<file path="config.mk">
export PLATFORM = sky130hd
export DESIGN_NAME = instr_mem_loader_flat
export DESIGN_NICKNAME = d
export VERILOG_FILES = /design/src/rtl/instr_mem_loader_if.sv /design/src/rtl/instr_mem_loader.sv /design/src/flat_wrapper.sv
export SDC_FILE = /design/constraint.sdc
export NUM_CORES = 1
export LEC_CHECK = 0
export ABC_CLOCK_PERIOD_IN_PS = 2250
export BUFFER_PORTS_ARGS = -buffer_cell sky130_fd_sc_hd__buf_2
export CAP_MARGIN = 20
export CORE_MARGIN = 4
export CORE_UTILIZATION = 55
export CTS_CLUSTER_DIAMETER = 150
export CTS_CLUSTER_SIZE = 30
export DETAILED_ROUTE_END_ITERATION = 8
export GPL_TIMING_DRIVEN = 0
export PLACE_DENSITY = 0.88
export SLEW_MARGIN = 30
export SYNTH_ARGS = -nofsm -noshare
export SYNTH_HDL_FRONTEND = slang
export SYNTH_SLANG_ARGS = --single-unit
</file>
<file path="constraint.sdc">
create_clock -name Clock -period 2.25 [get_ports Clock]
set_input_delay 0 -clock Clock [delete_from_list [all_inputs] [get_ports Clock]]
set_output_delay 0 -clock Clock [all_outputs]
set_load 0.01 [all_outputs]
</file>
<file path="src/rtl/instr_mem_loader_if.sv">
// Loader bus bundle: inbound program byte stream (valid/ready) plus the
// instruction-memory write port driven by the loader.
interface instr_mem_loader_if #(
    parameter int ADDR_W = 7
);
    // A byte transfers on a rising edge where In_Valid && In_Ready; the
    // source holds In_Byte stable while In_Valid is high and not yet accepted.
    logic [7:0]        In_Byte;
    logic              In_Valid;
    logic              In_Ready;
    logic              I_wr;
    logic [ADDR_W-1:0] I_addr;
    logic [15:0]       I_data;

    modport slave (
        input  In_Byte, In_Valid,
        output In_Ready, I_wr, I_addr, I_data
    );

    modport master (
        output In_Byte, In_Valid,
        input  In_Ready, I_wr, I_addr, I_data
    );
endinterface

</file>
<file path="src/rtl/instr_mem_loader.sv">
// Loads a big-endian 16-bit program from a byte stream into instruction memory
// and holds the processor in reset until the halt word is stored. Optional macro: CHECKSUM_EN.
module instr_mem_loader #(
    parameter int          ADDR_W    = 7,
    parameter logic [15:0] HALT_WORD = 16'h5000
) (
    input  logic                Clock,
    input  logic                ResetN,
    input  logic                Start,
    instr_mem_loader_if.slave   bus,
    output logic                Cpu_ResetN,
    output logic                Busy,
    output logic                Done,
    output logic                Error,
    output logic [ADDR_W:0]     Word_Count,
    output logic [2:0]          Dbg_State
);
    typedef enum logic [2:0] {
        S_IDLE    = 3'd0,
        S_WAIT_HI = 3'd1,
        S_WAIT_LO = 3'd2,
        S_WRITE   = 3'd3,
`ifdef CHECKSUM_EN
        S_CHK     = 3'd4,
`endif
        S_RUN     = 3'd5,
        S_ERROR   = 3'd6
    } state_t;

    state_t            state_q, state_d;
    logic [7:0]        hi_q;
    logic [ADDR_W-1:0] addr_q;
    logic [ADDR_W-1:0] waddr_q;
    logic [15:0]       wdata_q;
    logic [ADDR_W:0]   wc_q;
    logic              is_halt;
    logic              addr_full;

    // wdata_q holds the word being written while in WRITE.
    assign is_halt   = (wdata_q == HALT_WORD);
    assign addr_full = (addr_q == {ADDR_W{1'b1}});

    always_ff @(posedge Clock or negedge ResetN) begin
        if (!ResetN) state_q <= S_IDLE;
        else         state_q <= state_d;
    end

`ifdef CHECKSUM_EN
    logic [7:0] sum_q;

    always_ff @(posedge Clock or negedge ResetN) begin
        if (!ResetN) begin
            sum_q <= 8'd0;
        end else if ((state_q == S_IDLE || state_q == S_RUN || state_q == S_ERROR) && Start) begin
            sum_q <= 8'd0;
        end else if ((state_q == S_WAIT_HI || state_q == S_WAIT_LO) && bus.In_Valid) begin
            sum_q <= sum_q + bus.In_Byte;
        end
    end
`endif

    always_comb begin
        state_d = state_q;
        case (state_q)
            S_IDLE, S_RUN, S_ERROR: if (Start) state_d = S_WAIT_HI;
            S_WAIT_HI: if (bus.In_Valid) state_d = S_WAIT_LO;
            S_WAIT_LO: if (bus.In_Valid) state_d = S_WRITE;
            S_WRITE: begin
                if (is_halt) begin
`ifdef CHECKSUM_EN
                    state_d = S_CHK;
`else
                    state_d = S_RUN;
`endif
                end else if (addr_full) begin
                    state_d = S_ERROR;
                end else begin
                    state_d = S_WAIT_HI;
                end
            end
`ifdef CHECKSUM_EN
            S_CHK: if (bus.In_Valid) state_d = (bus.In_Byte == sum_q) ? S_RUN : S_ERROR;
`endif
            default: state_d = S_IDLE;
        endcase
    end

    always_ff @(posedge Clock or negedge ResetN) begin
        if (!ResetN) begin
            hi_q    <= 8'd0;
            addr_q  <= '0;
            waddr_q <= '0;
            wdata_q <= 16'd0;
            wc_q    <= '0;
        end else begin
            case (state_q)
                S_IDLE, S_RUN, S_ERROR: begin
                    if (Start) begin
                        addr_q <= '0;
                        wc_q   <= '0;
                    end
                end
                S_WAIT_HI: if (bus.In_Valid) hi_q <= bus.In_Byte;
                S_WAIT_LO: begin
                    // Capture address and word one cycle ahead so the write port is registered.
                    if (bus.In_Valid) begin
                        wdata_q <= {hi_q, bus.In_Byte};
                        waddr_q <= addr_q;
                    end
                end
                S_WRITE: begin
                    wc_q <= wc_q + 1'b1;
                    if (!is_halt && !addr_full) addr_q <= addr_q + 1'b1;
                end
                default: ;
            endcase
        end
    end

    always_comb begin
        bus.In_Ready = 1'b0;
        bus.I_wr     = 1'b0;
        bus.I_addr   = waddr_q;
        bus.I_data   = wdata_q;
        Busy         = 1'b0;
        Done         = 1'b0;
        Error        = 1'b0;
        Cpu_ResetN   = 1'b0;
        Word_Count   = wc_q;
        Dbg_State    = state_q;
        case (state_q)
            S_WAIT_HI, S_WAIT_LO: begin
                bus.In_Ready = 1'b1;
                Busy         = 1'b1;
            end
            S_WRITE: begin
                bus.I_wr = 1'b1;
                Busy     = 1'b1;
            end
`ifdef CHECKSUM_EN
            S_CHK: begin
                bus.In_Ready = 1'b1;
                Busy         = 1'b1;
            end
`endif
            S_RUN: begin
                Done       = 1'b1;
                Cpu_ResetN = 1'b1;
            end
            S_ERROR: Error = 1'b1;
            default: ;
        endcase
    end
endmodule

</file>
<file path="src/flat_wrapper.sv">
// flat-port wrapper written by rule: the top's interface ports become plain ports
module instr_mem_loader_flat 
#(
    parameter int          ADDR_W    = 7,
    parameter logic [15:0] HALT_WORD = 16'h5000
)
  (Clock, ResetN, Start, Cpu_ResetN, Busy, Done, Error, Word_Count, Dbg_State, bus_In_Byte, bus_In_Valid, bus_In_Ready, bus_I_wr, bus_I_addr, bus_I_data);
  instr_mem_loader_if #(.ADDR_W(ADDR_W)) bus_i ();
  input  logic Clock;
  input  logic ResetN;
  input  logic Start;
  output logic Cpu_ResetN;
  output logic Busy;
  output logic Done;
  output logic Error;
  output logic [ADDR_W:0] Word_Count;
  output logic [2:0] Dbg_State;
  input wire logic [$bits(bus_i.In_Byte)-1:0] bus_In_Byte;
  input wire logic [$bits(bus_i.In_Valid)-1:0] bus_In_Valid;
  output wire logic [$bits(bus_i.In_Ready)-1:0] bus_In_Ready;
  output wire logic [$bits(bus_i.I_wr)-1:0] bus_I_wr;
  output wire logic [$bits(bus_i.I_addr)-1:0] bus_I_addr;
  output wire logic [$bits(bus_i.I_data)-1:0] bus_I_data;
  assign bus_i.In_Byte = bus_In_Byte;
  assign bus_i.In_Valid = bus_In_Valid;
  assign bus_In_Ready = bus_i.In_Ready;
  assign bus_I_wr = bus_i.I_wr;
  assign bus_I_addr = bus_i.I_addr;
  assign bus_I_data = bus_i.I_data;
  instr_mem_loader #(.ADDR_W(ADDR_W), .HALT_WORD(HALT_WORD)) u_core (.Clock(Clock), .ResetN(ResetN), .Start(Start), .bus(bus_i), .Cpu_ResetN(Cpu_ResetN), .Busy(Busy), .Done(Done), .Error(Error), .Word_Count(Word_Count), .Dbg_State(Dbg_State));
endmodule
</file>
# Yosys cells after proc, flatten, opt, wreduce, memory -nomap -nowiden
# Cells that the tools add are included.
# op_classes
n_reduce_logical	13
n_addsub	2
muxes	16
n_eq_ne	11
# op_table
cell	n
$eq 16x15->1 const B	1
$pmux 8 s2	1
$mux 3	5
$mux 7	2
$pmux 7 s2	1
$pmux 3 s4	1
$add 8x1->8 const B	1
$mux 8	1
$add 7x1->7 const B	1
$eq 7x7->1 const B	1
$eq 3x2->1 const B	2
$eq 3x3->1 const B	2
$ne 2x2->1 const B	3
$reduce_and 2->1	3
$reduce_and 3->1	2
$reduce_or 3->1	2
$mux 1	5
$eq 3x1->1 const B	1
$logic_not 3->1	1
$logic_not 1->1	2
$ne 2x1->1 const B	1
$reduce_bool 2->1	1
$reduce_or 2->1	1
$logic_and 1x1->1	1
# totals
word_cells	48
regBits	49
output_inout_bits	40

# Longest topological paths before layout
# Gate-level depths: netlist (run 1).
# depth
word_depth	5
mapped_depth	7
mapped_depth_nobuf	5

# Worst setup path before layout (run 1)
# OpenSTA, ideal clock, no wires.
# synth_path
path_kind	register to register
startpoint	register u_core.state_q[2] (netlist: u_core.Dbg_State[2])
endpoint	register u_core.wdata_q[3] (netlist: u_core.bus.I_data[3])
arrival_time_ns	1.461
required_time_ns	2.125
path_stages_with_launch	7
synth_period_minus_slack_ns	1.586
slack_ns	0.664
cell_sequence	dfrtp_1 > buf_6 > inv_1 > nand2_1 > nor2_2 > buf_4 > mux2_2
# synth_between
elab_chain_len	2
# synth_rtl
item	line	text
from (decl)	instr_mem_loader.sv:30	state_t state_q, state_d;
from (signal assigned)	instr_mem_loader.sv:45	else state_q <= state_d;
$eq 3x2->1	instr_mem_loader.sv:96	case (state_q)
$reduce_and 2->1 (no source line)	-	
to (signal assigned)	instr_mem_loader.sv:107	wdata_q <= {hi_q, bus.In_Byte};
to (decl)	instr_mem_loader.sv:34	logic [15:0] wdata_q;
# Every way passes these cells.
# A chain may end at the register's enable or synchronous reset.

# Worst setup path after layout (run 1)
# layout_path
startpoint	register u_core.wdata_q[9] (netlist: u_core.bus.I_data[9])
endpoint	register u_core.state_q[1] (netlist: u_core.Dbg_State[1])
# layout_between
elab_chain_len	3
# layout_rtl
item	line	text
$eq 16x15->1	instr_mem_loader.sv:40	assign is_halt = (wdata_q == HALT_WORD);
$mux 3	instr_mem_loader.sv:69	if (is_halt) begin
$pmux 3 s4	instr_mem_loader.sv:64	case (state_q)
# Every way passes these cells.

==> reports/qor.txt, run 1 <==
Vias: 1700
class of the worst hold path: input port to flop
CTS tree: built
Synth Area per Inst: 12.2 µm²
DR WL/cell: 15.9 µm
Lkg Pwr: 1.37 nW
final wirelength: 4840 µm
clock-pin slew on the worst setup and hold paths: 90 ps
Worst Path Max Fanout: 9
setup slack at placement: 424 ps
io pins: 52
most numerous cell in the Yosys netlist: dfrtp_1
FF-to-FF Start: u_core.bus.I_data[9]$_DFFE_PN0P_
Worst EP arrival: 2040 ps
Port-buffer cells: 51
H-tree levels: 2
Initial DRC Count: 184
hold path startpoint: bus_In_Valid
Worst-Margin Slew: 595 ps
# DRC: 0
Netlist cell types: 42
final setup violating endpoints: 0
Die H: 72.2 µm
FF-to-FF setup slack: 420 ps
Finished Core Util: 69.3%
Layout area overhead: 22.1%
worst hold slack: 20.9 ps
Sink Count: 49
Layout fillers: 285
# diodes: 0
clock tree buffer depth: 2
WS Path Type: flop to flop
routability cong.: 0.780
core region area: 0.00400 mm²
Die ar.: 0.00522 mm²
initial antenna violation count: 0
post-CTS setup buffers: 0
Primary FF master, synth: dfrtp_1
CTS root buf: clkbuf_8
Post-synth ARST share: 100%
maximum number of pins on one net before global-route repair: 50
post-synthesis cell count: 186
vias per inst: 5.59
Row Count: 23
synthesized flop and latch total: 49
Final ANT Viol Nets: 0
RR Endpoint: u_core.Dbg_State[1]$_DFFE_PN0P_
RSZ-0062 raised after global routing: false
initial core utilization: 56.7%
GR Util All Layers: 21.0%
Setup Total Neg Slack: 0 ps
Num CTS Buffers: 5
crit path capture type: flop
Seq/Total Area, Yosys: 54.1%
EDFF count, synth: 0
Final Hold Viols: 0
top-area cell type share of the netlist area: 54.1%
first-pass GRT wire length: 8350 µm
Final Cycle Share: 81.4%
Pins Over Slew Limit: 0
Max Clk Rate: 546 MHz
Tot Pwr: 3.31 mW
final setup skew: 5.59 ps
commonest cells in the netlist: 49 x dfrtp_1, 31 x mux2_2, 10 x nor2_1, 10 x o21ai_0
Worst-Skew Late Latency: 310 ps
max_cap viols: 0
Hold Crit Depth: 4
Congestion Overflow GR: 0
die width: 72.2 µm
HPWL Detailed: 3390 µm
CP Launch Type: flop
layout cells sized above 1: 41.7%
Slew HR: 60.3%
hold-critical path endpoint: u_core.Dbg_State[0]$_DFFE_PN0P_
Worst Path Required: 2460 ps
Initial DRT Pass Iterations: 4
syn nets: 200
Synth Cell Area: 0.00227 mm²
main area contributors after synthesis: dfrtp_1 54%, mux2_2 15%, mux2i_1 3.1%
fin crit period: 1830 ps
R2R cell count: 4
outcome: finished clean
Peak VDD IR: 0.819 mV
pwr dens: 1190 mW/mm²
yosys warns: 0
final setup slack of the worst path: 419 ps
nets: 267
vias in the first global route: 1692
Yosys top cell by area: dfrtp_1
## state kept, by name, indices dropped and copies added, names as in the netlist
| signal | flops |
|---|---|
| u_core.Dbg_State | 3 |
| u_core.Word_Count | 8 |
| u_core.addr_q | 7 |
| u_core.bus.I_addr | 7 |
| u_core.bus.I_data | 16 |
| u_core.hi_q | 8 |
## timing repair
item,CTS,global route
hold endpoints to repair,65,0
resized for setup,0,0
hold buffers,9,0
## power breakdown
group	internal [mW]	switching, mW
Clock	0.221	0.300
Combinational	0.640	0.677
Sequential	1.21	0.258
## how the worst max path moves through the flow
| stage | start | end | slack (ps) | cells past startpoint |
|---|---|---|---|---|
| global placement | u_core.bus.I_data[10]$_DFFE_PN0P_ | u_core.Dbg_State[1]$_DFFE_PN0P_ | 480 | 4 |
| detailed placement | u_core.bus.I_data[9]$_DFFE_PN0P_ | u_core.Dbg_State[1]$_DFFE_PN0P_ | 420 | 4 |
| finish | u_core.bus.I_data[9]$_DFFE_PN0P_ | u_core.Dbg_State[1]$_DFFE_PN0P_ | 420 | 4 |
| floorplan | u_core.Dbg_State[2]$_DFFE_PN0P_ | u_core.bus.I_data[3]$_DFFE_PN0P_ | 660 | 6 |
| global route | u_core.bus.I_data[9]$_DFFE_PN0P_ | u_core.Dbg_State[1]$_DFFE_PN0P_ | 280 | 4 |
| CTS | u_core.bus.I_data[9]$_DFFE_PN0P_ | u_core.Dbg_State[1]$_DFFE_PN0P_ | 420 | 4 |
## cells in the final DEF, fill, tap and decap left out, types with 3 or more instances in the layout
cell and count:
buf_2 51, dfrtp_1 49, mux2_2 31, nor2_1 10, o21ai_0 10, dlygate4sd3_1 9, a21oi_1 8, nand2_1 8
mux2i_1 7, buf_4 6, inv_1 5, nand3_1 5, clkbuf_8 5, nand2b_1 4, nand4_1 3, nor3_1 3
a31oi_1 3
## critical path, stage by stage (launching register included)
cell,delay [ps]
dfrtp_1,400
nor4b_1,430
nand4_1,380
a41o_1,350
a21o_1,170
## metrics by stage
step                      area [µm²]  std cells
final                           2770        304
after detailed placement        2590        287
after floorplan                 2270        186
after global routing            2770        304
after CTS                       2770        304
after global placement          2590        287
## logic make-up (layout without fill, tap and decap cells)
kind of cell	after synthesis	in the layout	synth area share, %
DFF	49	49	54.1
and+or+nand+nor	49	49	12.5
muxes	38	38	18.5
AOI/OAI and AO/OA	33	33	9.43
buffers and inverters	13	81	3.36
adders and majority gates	2	2	1.10
xor gates and xnor gates	2	2	1.10
## routing by layer
| metal | vias to the layer above | GRT usage [%] | part of all wire [%] |
|---|---|---|---|
| li1 | 813 | - | - |
| met3 | 12 | 4.43 | 4.1 |
| met5 | - | 0 | 0 |
| met4 | 0 | 9.81 | 3.1 |
| met2 | 43 | 32.0 | 49 |
| met1 | 832 | 28.9 | 43 |
## final cells by class
type | count | area (µm²) | share of cell area [%]
Timing Repair Buffer | 60 | 348 | 12.6
Multi-Input combinational cell | 124 | 966 | 34.9
Sequential cell | 49 | 1230 | 44.3
Buffer | 8 | 57.6 | 2.08
Inverter | 5 | 18.8 | 0.678
Tap cell | 50 | 62.6 | 2.26
Clock inverter | 3 | 22.5 | 0.813
Clock buffer | 5 | 68.8 | 2.48
(Power assumes the default switching activity.)
==> inputs of run 2 (changes only) <==
--- a/config.mk
+++ b/config.mk
@@ -5,16 +5,16 @@
 export SDC_FILE = /design/constraint.sdc
 export NUM_CORES = 1
 export LEC_CHECK = 0
-export ABC_CLOCK_PERIOD_IN_PS = 2250
+export ABC_CLOCK_PERIOD_IN_PS = 1900
 export BUFFER_PORTS_ARGS = -buffer_cell sky130_fd_sc_hd__buf_2
 export CAP_MARGIN = 20
 export CORE_MARGIN = 4
-export CORE_UTILIZATION = 55
+export CORE_UTILIZATION = 53
 export CTS_CLUSTER_DIAMETER = 150
 export CTS_CLUSTER_SIZE = 30
 export DETAILED_ROUTE_END_ITERATION = 8
 export GPL_TIMING_DRIVEN = 0
-export PLACE_DENSITY = 0.88
+export PLACE_DENSITY = 0.86
 export SLEW_MARGIN = 30
 export SYNTH_ARGS = -nofsm -noshare
 export SYNTH_HDL_FRONTEND = slang
==> constraint.sdc (replaced) <==
create_clock -name Clock -period 1.9 [get_ports Clock]
set_input_delay 0 -clock Clock [delete_from_list [all_inputs] [get_ports Clock]]
set_output_delay 0 -clock Clock [all_outputs]
set_load 0.01 [all_outputs]
==> run 2 against run 1 <==
Non-clock buffer count up 1. Cell count up 0.33%. Critical endpoint is now u_core.hi_q[0]$_DFFE_PN0P_. Largest cell class unchanged. Total power up 18%.
==> reports/qor.txt, run 2 (synthesized netlist as in run 1, its figures left out) <==
Port-buffer cells: 51
Layout area overhead: 22.8%
Row Count: 23
Initial DRC Count: 123
commonest non-fill, non-tap cell in the layout: buf_2
initial antenna violation count: 0
Pins Over Slew Limit: 0
# DRC: 0
routability cong.: 0.777
outcome: finished clean
hold-critical path endpoint: u_core.Dbg_State[0]$_DFFE_PN0P_
GR Util All Layers: 18.9%
vias per inst: 5.43
M1 GR Usage: 24.2%
vias in the first global route: 1630
RR Endpoint: u_core.hi_q[0]$_DFFE_PN0P_
met2 usage: 30.4%
die width: 73.4 µm
gr busiest metal: met2
pwr dens: 1400 mW/mm²
clock tree buffer depth: 2
WS Path Type: flop to flop
Worst-Skew Late Latency: 310 ps
Final Hold Viols: 0
grt met3 use: 4.51%
# diodes: 0
CP Launch Type: flop
Congestion Overflow GR: 0
Num CTS Buffers: 5
hold path startpoint: bus_In_Valid
R2R cell count: 5
Slew HR: 60.6%
max_cap viols: 0
first-pass GRT wire length: 7700 µm
maximum number of pins on one net before global-route repair: 50
Worst EP arrival: 1960 ps
Final Cycle Share: 92.9%
Final ANT Viol Nets: 0
Largest register FFs: 16
Worst-Margin Slew: 591 ps
final setup slack of the worst path: 135 ps
Hold Crit Depth: 4
H-tree levels: 2
FF-to-FF Start: u_core.Dbg_State[2]$_DFFE_PN0P_
class of the worst hold path: input port to flop
clock-pin slew on the worst setup and hold paths: 90 ps
Die ar.: 0.00539 mm²
fin crit period: 1760 ps
Worst Path Max Fanout: 10
final wirelength: 4640 µm
FF-to-FF setup slack: 140 ps
CTS root buf: clkbuf_8
commonest non-fill, non-tap cells in the layout: 51 x buf_2, 49 x dfrtp_1, 31 x mux2_2
initial core utilization: 55.9%
Vias: 1657
Max Clk Rate: 567 MHz
Peak VDD IR: 0.875 mV
core region area: 0.00406 mm²
Die H: 73.4 µm
Initial DRT Pass Iterations: 4
final setup violating endpoints: 0
nets: 268
final setup skew: 11.7 ps
Worst Path Required: 2100 ps
setup slack at placement: 111 ps
CTS tree: built
HPWL Detailed: 3240 µm
Layout fillers: 295
io pins: 52
Sink Count: 49
layout cells sized above 1: 42.0%
Setup Total Neg Slack: 0 ps
crit path capture type: flop
DR WL/cell: 15.2 µm
Lkg Pwr: 1.37 nW
RSZ-0062 raised after global routing: false
## run 2: changes by cell type in the layout (fill, tap and decap cells not counted), sizes merged
cell | before | now
buf | 58 | 59
clkinv | 3 | 1
clkinvlp | 0 | 1
inv | 5 | 6
## run 2: critical path, cell delays in order (launching register included)
cell,delay (ps)
dfrtp_1,390
buf_6,140
inv_1,150
nand2_1,140
nor2_2,430
mux2_2,400
## run 2: cell type report
cell class | count | area (µm²) | area share (%)
Sequential cell | 49 | 1230 | 44.0
Multi-Input combinational cell | 124 | 971 | 34.9
Timing Repair Buffer | 61 | 355 | 12.8
Clock buffer | 5 | 68.8 | 2.47
Tap cell | 50 | 62.6 | 2.25
Buffer | 8 | 57.6 | 2.07
Clock inverter | 3 | 25.0 | 0.898
Inverter | 5 | 18.8 | 0.674
## run 2: worst max-delay path by stage
stage	from	endpoint	slack [ps]	cells past startpoint
global placement	u_core.bus.I_data[2]$_DFFE_PN0P_	u_core.Dbg_State[1]$_DFFE_PN0P_	110	4
CTS	u_core.bus.I_data[2]$_DFFE_PN0P_	u_core.Dbg_State[1]$_DFFE_PN0P_	100	4
finish	u_core.Dbg_State[2]$_DFFE_PN0P_	u_core.hi_q[0]$_DFFE_PN0P_	140	5
floorplan	u_core.Dbg_State[2]$_DFFE_PN0P_	u_core.bus.I_data[3]$_DFFE_PN0P_	310	6
global route	u_core.Dbg_State[2]$_DFFE_PN0P_	u_core.hi_q[0]$_DFFE_PN0P_	30	5
detailed placement	u_core.Dbg_State[2]$_DFFE_PN0P_	u_core.bus.I_data[3]$_DFFE_PN0P_	110	6
## run 2: what timing repair did
| item | CTS | global route |
|---|---|---|
| resized for setup | 0 | 1 |
| setup buffers | 0 | 1 |
| hold endpoints to repair | 65 | 0 |
| hold buffers | 9 | 0 |
| endpoints found under the setup margin | 0 | 7 |
## run 2: power by group
part           leakage (nW)  internal (mW)  switching, mW  total (mW)
clock network        0.0447          0.266          0.367       0.633
registers             0.622           1.44          0.288        1.73
logic                 0.699          0.759          0.781        1.54
## run 2: metal layers
| layer | wire [µm] | up-vias |
|---|---|---|
| li1 | - | 809 |
| met3 | 211 | 11 |
| met5 | 0 | - |
| met2 | 2260 | 34 |
| met1 | 2070 | 803 |
| met4 | 93 | 0 |
## run 2: stage by stage
stage | util, % | cell area [µm²] | hold WS, ps | cells | total power, mW
finish | 68.6 | 2790 | 19.8 | 305 | 3.90
global placement | 63.7 | 2590 | 247 | 287 | 3.22
CTS | 68.3 | 2770 | 7.38 | 304 | 3.92
detailed placement | 63.8 | 2590 | 47.3 | 287 | 3.28
floorplan | - | 2270 | -296 | 186 | 2.71
global route | 68.6 | 2790 | 23.0 | 305 | 4.17
==> inputs of run 3 (changes only) <==
--- a/config.mk
+++ b/config.mk
@@ -9,12 +9,12 @@
 export BUFFER_PORTS_ARGS = -buffer_cell sky130_fd_sc_hd__buf_2
 export CAP_MARGIN = 20
 export CORE_MARGIN = 4
-export CORE_UTILIZATION = 53
+export CORE_UTILIZATION = 25
 export CTS_CLUSTER_DIAMETER = 150
 export CTS_CLUSTER_SIZE = 30
 export DETAILED_ROUTE_END_ITERATION = 8
 export GPL_TIMING_DRIVEN = 0
-export PLACE_DENSITY = 0.86
+export PLACE_DENSITY = 0.5
 export SLEW_MARGIN = 30
 export SYNTH_ARGS = -nofsm -noshare
 export SYNTH_HDL_FRONTEND = slang
==> run 3 against run 2 <==
Via count increased by 1.6%. Clock power is 24% higher. Worst setup slack worse by 17 ps. Sequential power barely moved. Clock skew is 4.8 ps lower. Sequential share of layout area decreased by 1.5 points. Non-clock buffer count unchanged. Routed wire length grew 13%. Fmax decreased by 0.94%. Critical path type unchanged. Critical endpoint is now u_core.hi_q[4]$_DFFE_PN0P_.
==> reports/qor.txt, run 3 (synthesized netlist as in run 1, its figures left out) <==
outcome: finished clean
fin crit period: 1780 ps
Congestion Overflow GR: 0
crit path capture type: flop
Pins Over Slew Limit: 0
final wirelength: 5230 µm
largest stage delay on the critical path: 430 ps
Worst-Margin Slew: 640 ps
Crit path max-delay family: simple AND/OR/NAND/NOR gates
Largest register FFs: 16
HPWL Detailed: 3780 µm
pwr dens: 1410 mW/mm²
final setup skew: 6.89 ps
Sink Count: 49
die width: 103 µm
max_cap viols: 0
commonest non-fill, non-tap cell in the layout: buf_2
Peak VDD IR: 0.540 mV
Die ar.: 0.0107 mm²
GR Util All Layers: 10.2%
maximum number of pins on one net before global-route repair: 50
Layout fillers: 921
Row Count: 34
Worst Path Required: 2090 ps
Slew HR: 57.3%
clock tree buffer depth: 2
initial antenna violation count: 0
crit-path cells: buf_6, inv_1, nand2_1, nor2_2, mux2_2
CP Launch Type: flop
# DRC: 0
Initial DRT Pass Iterations: 4
nets: 268
DR WL/cell: 14.4 µm
Tot Pwr: 4.06 mW
CTS root buf: clkbuf_8
Port-buffer cells: 51
H-tree levels: 2
Die H: 103 µm
Final ANT Viol Nets: 0
Vias: 1683
vias in the first global route: 1681
Lkg Pwr: 1.38 nW
Crit-path slowest cell: nor2_2
layout cells sized above 1: 42.0%
class of the worst hold path: input port to flop
core region area: 0.00876 mm²
io pins: 52
routability cong.: 0.795
Finished Core Util: 32.9%
WS Path Type: flop to flop
Worst EP arrival: 1970 ps
clock-pin slew on the worst setup and hold paths: 90 ps
RSZ-0062 raised after global routing: false
Worst-Skew Late Latency: 300 ps
Initial DRC Count: 50
Layout area overhead: 27.1%
Num CTS Buffers: 5
CP Buf/Inv Count: 2
CTS tree: built
Max Clk Rate: 561 MHz
initial core utilization: 25.9%
final setup violating endpoints: 0
commonest non-fill, non-tap cells in the layout: 51 x buf_2, 49 x dfrtp_1, 31 x mux2_2
Final Hold Viols: 0
first-pass GRT wire length: 8520 µm
Worst Path Max Fanout: 10
Final Cycle Share: 93.8%
vias per inst: 4.64
# diodes: 0
[run 3: through the flow]
step	instance area [µm²]	instances	worst slack [ps]	hold WS, ps	setup TNS [ps]
CTS	2880	363	30.8	28.9	0
floorplan	2270	186	314	-296	0
finish	2880	363	118	33.4	0
detailed placement	2660	345	-19.8	74.2	-19.8
global route	2880	363	4.85	64.8	0
global placement	2660	345	-14.9	250	-14.9
[run 3: layout make-up]
cell class / instances / area [µm²] / share of cell area [%]
Buffer: 8 / 57.6 / 2.00
Sequential cell: 49 / 1230 / 42.5
Inverter: 5 / 18.8 / 0.651
Clock buffer: 6 / 82.6 / 2.86
Multi-Input combinational cell: 124 / 971 / 33.7
Tap cell: 108 / 135 / 4.69
Timing Repair Buffer: 61 / 355 / 12.3
Clock inverter: 2 / 37.5 / 1.30
[run 3: path summary, 6_finish.rpt]
check	from	to	slack, ps	depth (start not counted)
worst max-delay path	u_core.Dbg_State[2]$_DFFE_PN0P_	u_core.hi_q[4]$_DFFE_PN0P_	120	5
worst min-delay path	bus_In_Valid	u_core.Dbg_State[0]$_DFFE_PN0P_	30	4
worst max register to register	u_core.Dbg_State[2]$_DFFE_PN0P_	u_core.hi_q[4]$_DFFE_PN0P_	120	5
worst min register to register	u_core.Word_Count[7]$_DFFE_PN0P_	u_core.Word_Count[7]$_DFFE_PN0P_	470	1
max in group asynchronous	ResetN	u_core.bus.I_data[5]$_DFFE_PN0P_	1210	2
min in group asynchronous	ResetN	u_core.Word_Count[2]$_DFFE_PN0P_	250	2
[run 3: worst reg2reg max path, cell delays in order, from the launching register on]
cell and delay, ps:
dfrtp_1 400, buf_6 150, inv_1 150, nand2_1 140, nor2_2 430, mux2_2 400
[run 3: power by group]
group          internal (mW)  total (mW)  switching, mW
Sequential              1.44        1.73          0.294
Combinational          0.757        1.54          0.779
Clock                  0.428       0.788          0.360
Total                   2.62        4.06           1.43
[run 3: metal layers]
metal | part of all wire (%) | wire length [µm] | up-vias | global-route usage [%]
met3 | 5.8 | 305 | 4 | 2.88
li1 | - | - | 813 | -
met5 | 0 | 0 | - | 0
met1 | 46 | 2420 | 828 | 13.6
met2 | 47 | 2460 | 38 | 16.2
met4 | 0.86 | 45 | 0 | 2.99
[run 3: timing repair]
item                                   in CTS  in global routing
setup endpoints to repair                   1                 20
endpoints found under the hold margin      65                  0
resized for setup                           0                  1
buffers inserted                            1                  0
hold buffers                                9                  0
pin swaps                                   1                  0
